$ cat src/rtl/abm_ram_writer_if.sv
// AXI4 write-only channel bundle (AW/W/B) between the host interconnect and abm_ram_writer.
// The read channels live on the separate ABM manager block.
interface abm_ram_writer_if #(
  parameter int unsigned DW = 512
);
  localparam int unsigned SW = DW / 8;

  logic [31:0]   awaddr;
  logic          awvalid;
  logic          awready;
  logic [3:0]    awid;
  logic [7:0]    awlen;
  logic [2:0]    awsize;
  logic [1:0]    awburst;
  logic          awlock;
  logic [3:0]    awcache;
  logic [3:0]    awqos;
  logic [2:0]    awprot;

  logic [DW-1:0] wdata;
  logic [SW-1:0] wstrb;
  logic          wlast;
  logic          wvalid;
  logic          wready;

  logic [3:0]    bid;
  logic [1:0]    bresp;
  logic          bvalid;
  logic          bready;

  modport master (
    output awaddr, awvalid, awid, awlen, awsize, awburst, awlock, awcache, awqos, awprot,
    output wdata, wstrb, wlast, wvalid,
    output bready,
    input  awready, wready, bid, bresp, bvalid
  );

  modport slave (
    input  awaddr, awvalid, awid, awlen, awsize, awburst, awlock, awcache, awqos, awprot,
    input  wdata, wstrb, wlast, wvalid,
    input  bready,
    output awready, wready, bid, bresp, bvalid
  );
endinterface

$ cat src/rtl/abm_ram_writer.sv
// abm_ram_writer: AXI4 write-only slave driving registered, byte-enabled writes into an ABM RAM.
// Define ABM_WLAST_CHECK_EN to check WLAST per beat and answer SLVERR on a framing mismatch.
module abm_ram_writer #(
  parameter int unsigned DW = 512,
  parameter int unsigned AW = 10
) (
  input  logic              clk,
  input  logic              resetn,
  abm_ram_writer_if.slave   s_axi,
  output logic [AW-1:0]     ram_waddr,
  output logic [DW-1:0]     ram_wdata,
  output logic [DW/8-1:0]   ram_wbe
);
  localparam int unsigned SW         = DW / 8;
  localparam int unsigned BSHIFT     = $clog2(SW);
  localparam logic [1:0]  RESP_OKAY   = 2'b00;
  localparam logic [1:0]  RESP_SLVERR = 2'b10;

  typedef enum logic [1:0] {
    RESET_WAIT = 2'd0,
    ADDR       = 2'd1,
    DATA       = 2'd2,
    RESP       = 2'd3
  } state_t;

  state_t        state_q, state_d;
  logic          rst_seen_q, rst_seen_d;
  logic [AW-1:0] addr_q, addr_d;
  logic [7:0]    len_q, len_d;
  logic [7:0]    cnt_q, cnt_d;
  logic          err_q, err_d;

  logic          awready_q, awready_d;
  logic          wready_q, wready_d;
  logic          bvalid_q, bvalid_d;
  logic [1:0]    bresp_q, bresp_d;
  logic [3:0]    bid_q, bid_d;
  logic [AW-1:0] waddr_q, waddr_d;
  logic [DW-1:0] wdata_q, wdata_d;
  logic [SW-1:0] wbe_q, wbe_d;

  logic          last_beat;
  logic          beat_err;

  // Fields accepted for protocol compliance only: full-width INCR bursts are assumed.
  logic unused_ok;
  assign unused_ok = ^{s_axi.awsize, s_axi.awburst, s_axi.awlock, s_axi.awcache,
                       s_axi.awqos, s_axi.awprot, s_axi.awaddr, s_axi.wlast};

  always_comb begin
    state_d    = state_q;
    rst_seen_d = rst_seen_q;
    addr_d     = addr_q;
    len_d      = len_q;
    cnt_d      = cnt_q;
    err_d      = err_q;
    awready_d  = awready_q;
    wready_d   = wready_q;
    bvalid_d   = bvalid_q;
    bresp_d    = bresp_q;
    bid_d      = bid_q;
    waddr_d    = waddr_q;
    wdata_d    = wdata_q;
    wbe_d      = '0;

    last_beat  = (cnt_q == len_q);
    beat_err   = 1'b0;
`ifdef ABM_WLAST_CHECK_EN
    beat_err   = (s_axi.wlast != last_beat);
`endif

    case (state_q)
      // One idle cycle after reset release before the first AW can be taken.
      RESET_WAIT: begin
        rst_seen_d = 1'b1;
        if (rst_seen_q) begin
          awready_d = 1'b1;
          state_d   = ADDR;
        end
      end
      ADDR: begin
        if (s_axi.awvalid && awready_q) begin
          addr_d    = AW'(s_axi.awaddr >> BSHIFT);
          len_d     = s_axi.awlen;
          bid_d     = s_axi.awid;
          cnt_d     = 8'd0;
          err_d     = 1'b0;
          awready_d = 1'b0;
          wready_d  = 1'b1;
          state_d   = DATA;
        end
      end
      DATA: begin
        if (s_axi.wvalid && wready_q) begin
          waddr_d = addr_q;
          wdata_d = s_axi.wdata;
          wbe_d   = s_axi.wstrb;
          addr_d  = addr_q + AW'(1);
          cnt_d   = cnt_q + 8'd1;
          err_d   = err_q | beat_err;
          // Burst length comes from AWLEN alone; WLAST only affects the response.
          if (last_beat) begin
            wready_d = 1'b0;
            bvalid_d = 1'b1;
            bresp_d  = (err_q | beat_err) ? RESP_SLVERR : RESP_OKAY;
            state_d  = RESP;
          end
        end
      end
      RESP: begin
        if (s_axi.bready && bvalid_q) begin
          bvalid_d  = 1'b0;
          awready_d = 1'b1;
          state_d   = ADDR;
        end
      end
      default: state_d = RESET_WAIT;
    endcase
  end

  always_ff @(posedge clk or negedge resetn) begin
    if (!resetn) begin
      state_q    <= RESET_WAIT;
      rst_seen_q <= 1'b0;
      addr_q     <= '0;
      len_q      <= '0;
      cnt_q      <= '0;
      err_q      <= 1'b0;
      awready_q  <= 1'b0;
      wready_q   <= 1'b0;
      bvalid_q   <= 1'b0;
      bresp_q    <= '0;
      bid_q      <= '0;
      waddr_q    <= '0;
      wdata_q    <= '0;
      wbe_q      <= '0;
    end else begin
      state_q    <= state_d;
      rst_seen_q <= rst_seen_d;
      addr_q     <= addr_d;
      len_q      <= len_d;
      cnt_q      <= cnt_d;
      err_q      <= err_d;
      awready_q  <= awready_d;
      wready_q   <= wready_d;
      bvalid_q   <= bvalid_d;
      bresp_q    <= bresp_d;
      bid_q      <= bid_d;
      waddr_q    <= waddr_d;
      wdata_q    <= wdata_d;
      wbe_q      <= wbe_d;
    end
  end

  assign s_axi.awready = awready_q;
  assign s_axi.wready  = wready_q;
  assign s_axi.bvalid  = bvalid_q;
  assign s_axi.bresp   = bresp_q;
  assign s_axi.bid     = bid_q;
  assign ram_waddr     = waddr_q;
  assign ram_wdata     = wdata_q;
  assign ram_wbe       = wbe_q;
endmodule

$ cat src/flat_wrapper.sv
// flat-port wrapper written by rule: the top's interface ports become plain ports
module abm_ram_writer_flat 
#(
  parameter int unsigned DW = 512,
  parameter int unsigned AW = 10
)
  (clk, resetn, ram_waddr, ram_wdata, ram_wbe, s_axi_awaddr, s_axi_awvalid, s_axi_awid, s_axi_awlen, s_axi_awsize, s_axi_awburst, s_axi_awlock, s_axi_awcache, s_axi_awqos, s_axi_awprot, s_axi_wdata, s_axi_wstrb, s_axi_wlast, s_axi_wvalid, s_axi_bready, s_axi_awready, s_axi_wready, s_axi_bid, s_axi_bresp, s_axi_bvalid);
  abm_ram_writer_if #(.DW(DW)) s_axi_i ();
  input  logic clk;
  input  logic resetn;
  output logic [AW-1:0] ram_waddr;
  output logic [DW-1:0] ram_wdata;
  output logic [DW/8-1:0] ram_wbe;
  input wire logic [$bits(s_axi_i.awaddr)-1:0] s_axi_awaddr;
  input wire logic [$bits(s_axi_i.awvalid)-1:0] s_axi_awvalid;
  input wire logic [$bits(s_axi_i.awid)-1:0] s_axi_awid;
  input wire logic [$bits(s_axi_i.awlen)-1:0] s_axi_awlen;
  input wire logic [$bits(s_axi_i.awsize)-1:0] s_axi_awsize;
  input wire logic [$bits(s_axi_i.awburst)-1:0] s_axi_awburst;
  input wire logic [$bits(s_axi_i.awlock)-1:0] s_axi_awlock;
  input wire logic [$bits(s_axi_i.awcache)-1:0] s_axi_awcache;
  input wire logic [$bits(s_axi_i.awqos)-1:0] s_axi_awqos;
  input wire logic [$bits(s_axi_i.awprot)-1:0] s_axi_awprot;
  input wire logic [$bits(s_axi_i.wdata)-1:0] s_axi_wdata;
  input wire logic [$bits(s_axi_i.wstrb)-1:0] s_axi_wstrb;
  input wire logic [$bits(s_axi_i.wlast)-1:0] s_axi_wlast;
  input wire logic [$bits(s_axi_i.wvalid)-1:0] s_axi_wvalid;
  input wire logic [$bits(s_axi_i.bready)-1:0] s_axi_bready;
  output wire logic [$bits(s_axi_i.awready)-1:0] s_axi_awready;
  output wire logic [$bits(s_axi_i.wready)-1:0] s_axi_wready;
  output wire logic [$bits(s_axi_i.bid)-1:0] s_axi_bid;
  output wire logic [$bits(s_axi_i.bresp)-1:0] s_axi_bresp;
  output wire logic [$bits(s_axi_i.bvalid)-1:0] s_axi_bvalid;
  assign s_axi_i.awaddr = s_axi_awaddr;
  assign s_axi_i.awvalid = s_axi_awvalid;
  assign s_axi_i.awid = s_axi_awid;
  assign s_axi_i.awlen = s_axi_awlen;
  assign s_axi_i.awsize = s_axi_awsize;
  assign s_axi_i.awburst = s_axi_awburst;
  assign s_axi_i.awlock = s_axi_awlock;
  assign s_axi_i.awcache = s_axi_awcache;
  assign s_axi_i.awqos = s_axi_awqos;
  assign s_axi_i.awprot = s_axi_awprot;
  assign s_axi_i.wdata = s_axi_wdata;
  assign s_axi_i.wstrb = s_axi_wstrb;
  assign s_axi_i.wlast = s_axi_wlast;
  assign s_axi_i.wvalid = s_axi_wvalid;
  assign s_axi_i.bready = s_axi_bready;
  assign s_axi_awready = s_axi_i.awready;
  assign s_axi_wready = s_axi_i.wready;
  assign s_axi_bid = s_axi_i.bid;
  assign s_axi_bresp = s_axi_i.bresp;
  assign s_axi_bvalid = s_axi_i.bvalid;
  abm_ram_writer #(.DW(DW), .AW(AW)) u_core (.clk(clk), .resetn(resetn), .s_axi(s_axi_i), .ram_waddr(ram_waddr), .ram_wdata(ram_wdata), .ram_wbe(ram_wbe));
endmodule
$ cat config.mk
export PLATFORM = sky130hd
export DESIGN_NAME = abm_ram_writer_flat
export DESIGN_NICKNAME = d
export VERILOG_FILES = /design/src/rtl/abm_ram_writer_if.sv /design/src/rtl/abm_ram_writer.sv /design/src/flat_wrapper.sv
export SDC_FILE = /design/constraint.sdc
export NUM_CORES = 1
export LEC_CHECK = 0
export CORE_AREA = 2 2 483 485
export DETAILED_ROUTE_END_ITERATION = 8
export DIE_AREA = 0 0 485 487
export SYNTH_ARGS = -nofsm -noshare
export SYNTH_HDL_FRONTEND = slang
export SYNTH_SLANG_ARGS = --single-unit
$ cat constraint.sdc
create_clock -name clk -period 2.4 [get_ports clk]
set_clock_uncertainty 0.15 [all_clocks]
set_input_delay 0.48 -clock clk [delete_from_list [all_inputs] [get_ports clk]]
set_output_delay 0.48 -clock clk [all_outputs]
set_load 0.05 [all_outputs]
==> results of run 1 <==
-- layer usage --
| layer | global-route usage | up-vias | wire (um) | part of all wire |
|---|---|---|---|---|
| met5 | 0 | - | 1470 | 0.0080 |
| met4 | 0.0553 | 226 | 7780 | 0.042 |
| met3 | 0.124 | 456 | 34000 | 0.18 |
| met2 | 0.237 | 1248 | 80700 | 0.44 |
| met1 | 0.151 | 10872 | 61100 | 0.33 |
| li1 | - | 10392 | - | - |
-- what timing repair did --
item | 4_1_cts | 5_1_grt
resized for setup | 325 | 2
endpoints found under the hold margin | 168 | 0
hold buffers | 1 | 0
cloned | 0 | 0
endpoints found under the setup margin | 321 | 2
buffers inserted | 0 | 0
-- cells in the mapped netlist (all sizes together) (3+ instances only) --
| cell type | instances |
|---|---|
| nand2 | 1583 |
| dfrtp | 622 |
| buf | 96 |
| and2 | 69 |
| clkbuf | 36 |
| mux2 | 12 |
| o21ai | 12 |
| nand3 | 11 |
| a21oi | 9 |
| nor2 | 9 |
| nand4 | 8 |
| xnor2 | 8 |
| ha | 7 |
| o22ai | 7 |
| inv | 6 |
| nor3 | 6 |
| mux2i | 5 |
| nand2b | 4 |
| a21bo | 3 |
| and3 | 3 |
| and4 | 3 |
| nor4 | 3 |
| or3 | 3 |
-- worst register-to-register path, delay by kind of cell (launching register included) --
kind,cells,cell delay (ns)
fa+ha+maj,1,0.30
buf+inv,3,0.87
flops,1,0.43
simple gates,3,0.33
-- cell families (layout without fill, tap and decap cells) --
| family | after synthesis | count (layout) | synth area share |
|---|---|---|---|
| and+or+nand+nor | 1710 | 1710 | 0.285 |
| DFF | 622 | 622 | 0.659 |
| xor gates and xnor gates | 8 | 8 | 0.00440 |
| buffers and inverters | 138 | 1460 | 0.0275 |
| other | 1 | 47 | 0.000159 |
| adders and majority gates | 7 | 7 | 0.00371 |
| AOI/OAI and AO/OA | 47 | 47 | 0.0129 |
| muxes | 17 | 17 | 0.00784 |
-- layout by cell type, fill, tap and decap left out, types with 9 or more instances in the layout --
cell type           n
clkbuf_8           11
clkinv_2           12
and2_1             69
clkbuf_16          81
diode_2            45
buf_12             36
mux2_2             12
nand2_1          1583
clkbuf_1           17
dlygate4sd2_1     317
dfrtp_1           622
nand3_1            10
clkdlybuf4s50_1   601
o21ai_0            12
buf_4             350
a21oi_1             9
-- path summary, 6_finish.rpt --
| check | startpoint | endpoint | slack, ns | cells after the start |
|---|---|---|---|---|
| min in group clk | s_axi_wdata[481] | u_core.ram_wdata[481]$_DFFE_PN0P_ | 0.16 | 3 |
| min reg2reg | u_core.rst_seen_q$_DFFE_PN0N_ | u_core.rst_seen_q$_DFFE_PN0N_ | 0.31 | 1 |
| max in group asynchronous | resetn | u_core.cnt_q[1]$_DFFE_PN0P_ | 1.08 | 3 |
| max reg2reg | u_core.state_q[1]$_DFFE_PN0P_ | u_core.ram_wdata[98]$_DFFE_PN0P_ | 0.22 | 7 |
| min | resetn | u_core.ram_wdata[2]$_DFFE_PN0P_ | 0.16 | 2 |
| max | u_core.ram_wdata[307]$_DFFE_PN0P_ | ram_wdata[307] | 0.09 | 1 |
-- final cells by class --
cell class | instances | area, um^2 | area share
Clock buffer | 109 | 2240 | 0.0536
Inverter | 6 | 22.5 | 0.000539
Tap cell | 3043 | 3810 | 0.0911
Multi-Input combinational cell | 1791 | 7430 | 0.178
Sequential cell | 622 | 15600 | 0.372
Clock inverter | 35 | 429 | 0.0103
Antenna cell | 45 | 113 | 0.00269
Timing Repair Buffer | 1310 | 12200 | 0.292
-- power breakdown --
| group | leakage, nW | internal, mW | total, mW | switching [mW] |
|---|---|---|---|---|
| Combinational | 12.1 | 0.925 | 1.42 | 0.497 |
| Clock | 1.30 | 7.33 | 12.6 | 5.26 |
| Sequential | 8.66 | 10.5 | 10.5 | 0.00414 |
-- per-stage QoR --
step | worst slack, ns | utilization
after floorplan | 0.536 | -
after global placement | -0.0686 | 0.170
after detailed placement | -0.0852 | 0.170
after CTS | 0.000466 | 0.180
after global routing | 0.0125 | 0.180
final | 0.0858 | 0.181
-- sequential cells by signal, indices dropped and copies added (netlist names) --
| name | flops |
|---|---|
| u_core.ram_wdata | 512 |
| u_core.ram_wbe | 64 |
| u_core.addr_q | 10 |
| u_core.ram_waddr | 10 |
| u_core.cnt_q | 8 |
| u_core.len_q | 8 |
| u_core.s_axi.bid | 4 |
| u_core.state_q | 2 |
| u_core.rst_seen_q | 1 |
| u_core.s_axi.awready | 1 |
| u_core.s_axi.bvalid | 1 |
| u_core.s_axi.wready | 1 |
==> out/qor.csv, run 1 <==
metric;value;unit
Residual DRC;0;
Worst Path Max Fanout;2;
cell chain of the critical path;clkdlybuf4s15_1;
Post-Syn Area per Cell;9.26;um^2
Area Overhead vs Synth;77.0;%
CP max stage cell;clkdlybuf4s15_1;
Hold Path Class;input port to asynchronous set/reset pin;
LEAKAGE;22.1;nW
crit share post-route;0.964;
Final Non-Filler Cells;6961;
share of cells above drive strength 1;0.140;
Critical Path Start Type;flop;
DPL Wire Length;161000;um
number of port buffers;1195;
nets@finish;4461;
share of the synthesized area in the top cell type;0.659;
gr usage total;0.153;
status;finished, final reports clean;
Post-synth EDFFs;0;
Worst-Margin Slew;0.645;ns
vias in the first global route;23759;
initial DRC count;1179;
total wire length;185000;um
Critical Path Sink Type;output pin;
CTS Buffer Depth;3;
num rows;177;
WP data arrival;1.68;ns
largest cells by area after synthesis;dfrtp_1 (66%), nand2_1 (25%), buf_2 (1.9%);
clock sink count;622;
Initial Util;0.102;
Reg clk slew, reported paths;0.07;ns
ys async rst share;1.00;
1st-pass router iterations;5;
CP top delay family;buffers and inverters;
largest net degree at the start of global routing;86;
placed cell areas;0.0394;mm^2
H-tree Lvls;3;
Cells after DPL;6771;
Fin Setup TNS;0;ns
clock root buffer;clkbuf_16;
CTS tree;built;
number of max-cap violations;0;
pwr dens;586;mW/mm^2
final setup fails;0;
Core ar.;0.231;mm^2
yosys synthesis warning count;0;
fin crit period;2.31;ns
Yosys reg bits;622;
Crit path required time;1.77;ns
slew margin rel.;0.572;
final hold slack;0.157;ns
die extent in x;485;um
die area;0.236;mm^2
Max Slew Vio Count;0;
RD Place Congestion;0.913;
post-synth cell types;48;
Syn Inst Count;2550;
first-pass GRT wire length;237000;um
synthesized cell area;0.0236;mm^2
via-per-instance ratio;3.33;
crit path kind;flop to output pin;
Max Fclk;432;MHz
RSZ-0062 raised after global routing;false;
antenna violations before repair;233;
die outline height;487;um
worst-skew pair later-pin latency;0.68;ns
Worst VDD drop;0.000427;V
CP peak stage delay;0.56;ns
DR vias;23194;
cell taking the most area after synthesis;dfrtp_1;
Final ANT Viol Nets;0;
# fillers;25827;
post-route cell area;0.0418;mm^2
total global routing overflow;0;
Routed WL per cell;26.6;um
Fin. Hold Viols;0;
TritonCTS buffer count;80;
Worst Path Buf+Inv;1;
# IOs;1238;
Top FF cell, synth;dfrtp_1;
Seq/Total Area, Yosys;0.659;
Power Total;24.5;mW
Power figures use the tool's default switching activity.
==> inputs of run 2 (changes only) <==
--- a/config.mk
+++ b/config.mk
@@ -8,6 +8,7 @@
 export CORE_AREA = 2 2 483 485
 export DETAILED_ROUTE_END_ITERATION = 8
 export DIE_AREA = 0 0 485 487
+export SKIP_CTS_REPAIR_TIMING = 1
 export SYNTH_ARGS = -nofsm -noshare
 export SYNTH_HDL_FRONTEND = slang
 export SYNTH_SLANG_ARGS = --single-unit
==> out/qor.csv, run 2 (same netlist as run 1, synthesis figures left out) <==
metric;value;unit
number of max-cap violations;0;
CP top delay family;buffers and inverters;
Reg clk slew, reported paths;0.07;ns
final hold slack;0.156;ns
CP max stage cell;dlymetal6s2s_1;
most frequent cells in the layout;nand2_1 (1583), dfrtp_1 (622), clkdlybuf4s50_1 (601);
status;finished, final reports clean;
RSZ-0062 raised after global routing;false;
Hold Path Class;input port to asynchronous set/reset pin;
Critical Path Sink Type;output pin;
share of cells above drive strength 1;0.139;
CP peak stage delay;0.46;ns
Fin. Hold Viols;0;
number of port buffers;1195;
cell chain of the critical path;dlymetal6s2s_1;
Worst Path Max Fanout;2;
clock power share;0.514;
Core ar.;0.231;mm^2
Power Total;24.5;mW
total global routing overflow;0;
Comb pwr share;0.058;
TritonCTS buffer count;80;
Worst-Margin Slew;0.635;ns
Setup WS post-layout;0.172;ns
DR vias;23315;
Critical Path Start Type;flop;
worst-skew pair later-pin latency;0.68;ns
pwr dens;570;mW/mm^2
register area;0.0156;mm^2
CTS Buffer Depth;3;
largest net degree at the start of global routing;86;
clock sink count;622;
most common cell after layout, fill and taps aside;nand2_1;
first-pass GRT wire length;236000;um
nets@finish;4461;
via-per-instance ratio;3.35;
crit path kind;flop to output pin;
final setup fails;0;
max reg flops;512;
Fin Setup TNS;0;ns
initial DRC count;1121;
Residual DRC;0;
Routed WL per cell;26.7;um
Worst VDD drop;0.000428;V
antenna violations before repair;233;
die extent in x;485;um
RD Place Congestion;0.913;
Max Slew Vio Count;0;
Max Fclk;449;MHz
die outline height;487;um
total wire length;186000;um
Seq pwr share;0.428;
sw frac;0.235;
Int Power;18.7;mW
gr usage total;0.153;
Worst Path Buf+Inv;1;
clock root buffer;clkbuf_16;
die area;0.236;mm^2
# IOs;1238;
area occupied by multi-input gates;0.00743;mm^2
H-tree Lvls;3;
1st-pass router iterations;5;
# fillers;25593;
Cells after DPL;6771;
Area Overhead vs Synth;82.1;%
CTS tree;built;
DP Worst Slack;-0.0852;ns
slew margin rel.;0.576;
Final ANT Viol Nets;0;
DPL Wire Length;161000;um
vias in the first global route;23694;
Initial Util;0.102;
fin crit period;2.23;ns
P_sw;5.76;mW
crit share post-route;0.928;
LEAKAGE;26.6;nW
WP data arrival;1.60;ns
Crit path required time;1.77;ns
num rows;177;
Final Non-Filler Cells;6962;
[run 2: changes by cell type in the layout (fill, tap and decap cells not counted), sizes merged]
cell           before  now
dlygate4sd2       317    0
clkbuf            110  109
clkdlybuf4s15       3    0
dlymetal6s2s        0  321
diode              45   46
[run 2: layout make-up]
type | instances | area share
Timing Repair Buffer | 1310 | 0.312
Multi-Input combinational cell | 1791 | 0.173
Antenna cell | 46 | 0.00268
Clock buffer | 109 | 0.0521
Clock inverter | 35 | 0.00998
Sequential cell | 622 | 0.362
Tap cell | 3043 | 0.0885
Inverter | 6 | 0.000524
[run 2: layer usage]
| layer | vias up | wire length, um | GRT usage |
|---|---|---|---|
| li1 | 10401 | - | - |
| met1 | 11010 | 62100 | 0.151 |
| met2 | 1212 | 81100 | 0.236 |
| met3 | 464 | 33200 | 0.125 |
| met4 | 228 | 7900 | 0.0566 |
| met5 | - | 1490 | 0 |
[run 2: per-stage QoR]
stage / util / instance area [um^2]
floorplan: - / 23600
global placement: 0.170 / 39400
detailed placement: 0.170 / 39400
CTS: 0.182 / 42100
global route: 0.186 / 42900
finish: 0.186 / 43000
[run 2: worst paths after layout]
kind | startpoint | to | slack, ns | depth (start not counted)
min | resetn | u_core.ram_wdata[2]$_DFFE_PN0P_ | 0.16 | 2
max reg2reg | u_core.state_q[1]$_DFFE_PN0P_ | u_core.ram_wdata[98]$_DFFE_PN0P_ | 0.21 | 7
max in group asynchronous | resetn | u_core.ram_wdata[138]$_DFFE_PN0P_ | 1.08 | 5
min reg2reg | u_core.rst_seen_q$_DFFE_PN0N_ | u_core.rst_seen_q$_DFFE_PN0N_ | 0.31 | 1
max | u_core.ram_wdata[202]$_DFFE_PN0P_ | ram_wdata[202] | 0.17 | 1
min in group clk | s_axi_wdata[481] | u_core.ram_wdata[481]$_DFFE_PN0P_ | 0.16 | 3
[run 2: power groups by stage]
stage | sequential (mW) | combinational (mW) | clock, mW
2_1_floorplan | 10.7 | 0.0256 | 0
3_3_place_gp | 10.7 | 1.45 | 0
3_5_place_dp | 10.7 | 1.46 | 0
4_1_cts | 10.5 | 1.47 | 13.1
5_1_grt | 10.5 | 1.53 | 13.5
6_report | 10.5 | 1.42 | 12.6
==> inputs of run 3 (changes only) <==
--- a/config.mk
+++ b/config.mk
@@ -12,3 +12,4 @@
 export SYNTH_ARGS = -nofsm -noshare
 export SYNTH_HDL_FRONTEND = slang
 export SYNTH_SLANG_ARGS = --single-unit
+export TNS_END_PERCENT = 30
==> constraint.sdc (replaced) <==
create_clock -name clk -period 2.9 [get_ports clk]
set_clock_uncertainty 0.15 [all_clocks]
set_input_delay 0.58 -clock clk [delete_from_list [all_inputs] [get_ports clk]]
set_output_delay 0.58 -clock clk [all_outputs]
set_load 0.05 [all_outputs]
==> out/qor.csv, run 3 (same netlist as run 1, synthesis figures left out) <==
metric;value;unit
total global routing overflow;0;
Final Non-Filler Cells;6923;
RSZ-0062 raised after global routing;false;
1st-pass router iterations;5;
# fillers;25572;
Max Fclk;360;MHz
nets@finish;4418;
Area Overhead vs Synth;78.7;%
Worst Path Max Fanout;2;
Int Power;15.6;mW
gr usage total;0.152;
sw frac;0.239;
number of port buffers;1195;
final setup fails;0;
clock root buffer;clkbuf_16;
crit path kind;flop to output pin;
r2r startpoint;u_core.state_q[0]$_DFFE_PN0P_;
crit share post-route;0.958;
CP top delay family;buffers and inverters;
WP data arrival;2.05;ns
slew margin rel.;0.469;
Reg clk slew, reported paths;0.06;ns
worst-skew pair later-pin latency;0.69;ns
max reg flops;512;
Fin Setup TNS;0;ns
Final ANT Viol Nets;0;
DR vias;23022;
CTS Buffer Depth;3;
number of max-cap violations;0;
initial DRC count;1270;
# IOs;1238;
Hold Path Class;input port to asynchronous set/reset pin;
R2R Setup Slk;0.60;ns
most frequent cells in the layout;nand2_1 (1583), clkdlybuf4s50_1 (1065), dfrtp_1 (622);
die extent in x;485;um
Worst-Margin Slew;0.794;ns
die area;0.236;mm^2
CP max stage cell;clkdlybuf4s50_1;
cell chain of the critical path;clkdlybuf4s50_1;
CTS tree;built;
vias in the first global route;23175;
RD Place Congestion;0.875;
Seq pwr share;0.424;
clock power share;0.518;
Worst VDD drop;0.000357;V
Routed WL per cell;26.7;um
clock sink count;622;
fin crit period;2.78;ns
Comb pwr share;0.058;
share of cells above drive strength 1;0.0934;
P_sw;4.90;mW
H-tree Lvls;3;
Cells after DPL;6727;
via-per-instance ratio;3.33;
num rows;177;
Critical Path Sink Type;output pin;
status;finished, final reports clean;
first-pass GRT wire length;234000;um
DPL Wire Length;160000;um
Fin. Hold Viols;0;
most common cell after layout, fill and taps aside;nand2_1;
Initial Util;0.102;
Core ar.;0.231;mm^2
Residual DRC;0;
largest net degree at the start of global routing;112;
LEAKAGE;20.1;nW
CP peak stage delay;0.99;ns
Worst Path Buf+Inv;1;
Critical Path Start Type;flop;
Util after Layout;0.182;
die outline height;487;um
Power Total;20.5;mW
antenna violations before repair;247;
total wire length;185000;um
pwr dens;485;mW/mm^2
Max Slew Vio Count;0;
Worst setup startpoint;u_core.ram_wdata[96]$_DFFE_PN0P_;
TritonCTS buffer count;81;
Crit path required time;2.17;ns
==> run 3: cell count changes in the layout (fill, tap and decap cells not counted), sizes merged, moves of 2 or more <==
| cell | previous run | this run |
|---|---|---|
| inv | 12 | 17 |
| clkdlybuf4s50 | 601 | 1065 |
| buf | 387 | 198 |
| diode | 46 | 48 |
| dlymetal6s2s | 321 | 2 |
==> run 3: worst paths after layout <==
| check | cells past startpoint | end |
|---|---|---|
| max in group asynchronous | 3 | u_core.ram_wdata[256]$_DFFE_PN0P_ |
| setup reg to reg | 8 | u_core.ram_wdata[381]$_DFFE_PN0P_ |
| hold reg to reg | 1 | u_core.rst_seen_q$_DFFE_PN0N_ |
| setup / recovery | 1 | ram_wdata[96] |
| hold / removal | 2 | u_core.ram_wdata[509]$_DFFE_PN0P_ |
| min in group clk | 3 | u_core.ram_wdata[86]$_DFFE_PN0P_ |
==> run 3: power groups by stage <==
stage	Combinational [mW]	Clock (mW)	Sequential (mW)
floorplan	0.0212	0	8.84
global placement	1.21	0	8.84
detailed placement	1.21	0	8.84
CTS	1.22	11.0	8.68
global route	1.27	11.3	8.68
finish	1.18	10.6	8.69
==> run 3: per-layer routing <==
layer,track usage,routed length (um),vias up
met5,0,1590,-
met4,0.0560,7860,250
met3,0.136,37100,472
met2,0.234,80400,1181
met1,0.144,58200,10798
li1,-,-,10321
==> run 3: final cells by class <==
cell class / instances / area [um^2] / share of cell area
tap: 3043 / 3810 / 0.0902
inverter: 6 / 22.5 / 0.000534
timing repair buffer: 1266 / 12500 / 0.297
clock inverter: 39 / 447 / 0.0106
antenna: 48 / 120 / 0.00285
sequential: 622 / 15600 / 0.369
clock buffer: 108 / 2290 / 0.0542
multi-input combinational: 1791 / 7430 / 0.176
==> run 3: metrics by stage <==
| step | hold slack (ns) | setup slack [ns] | cell area, um^2 |
|---|---|---|---|
| after global placement | 0.298 | 0.140 | 39300 |
| after global routing | 0.176 | 0.00434 | 42100 |
| after floorplan | 0.134 | 1.04 | 23600 |
| final | 0.229 | 0.122 | 42200 |
| after CTS | -0.436 | -0.0904 | 42100 |
| after detailed placement | 0.300 | 0.119 | 39300 |
==> run 3: worst reg2reg max path: cells and delay by family, from the launching register on <==
family,cells,cell delay [ns]
flops,1,0.45
buf+inv,4,1.08
fa+ha+maj,1,0.22
simple gates,3,0.28
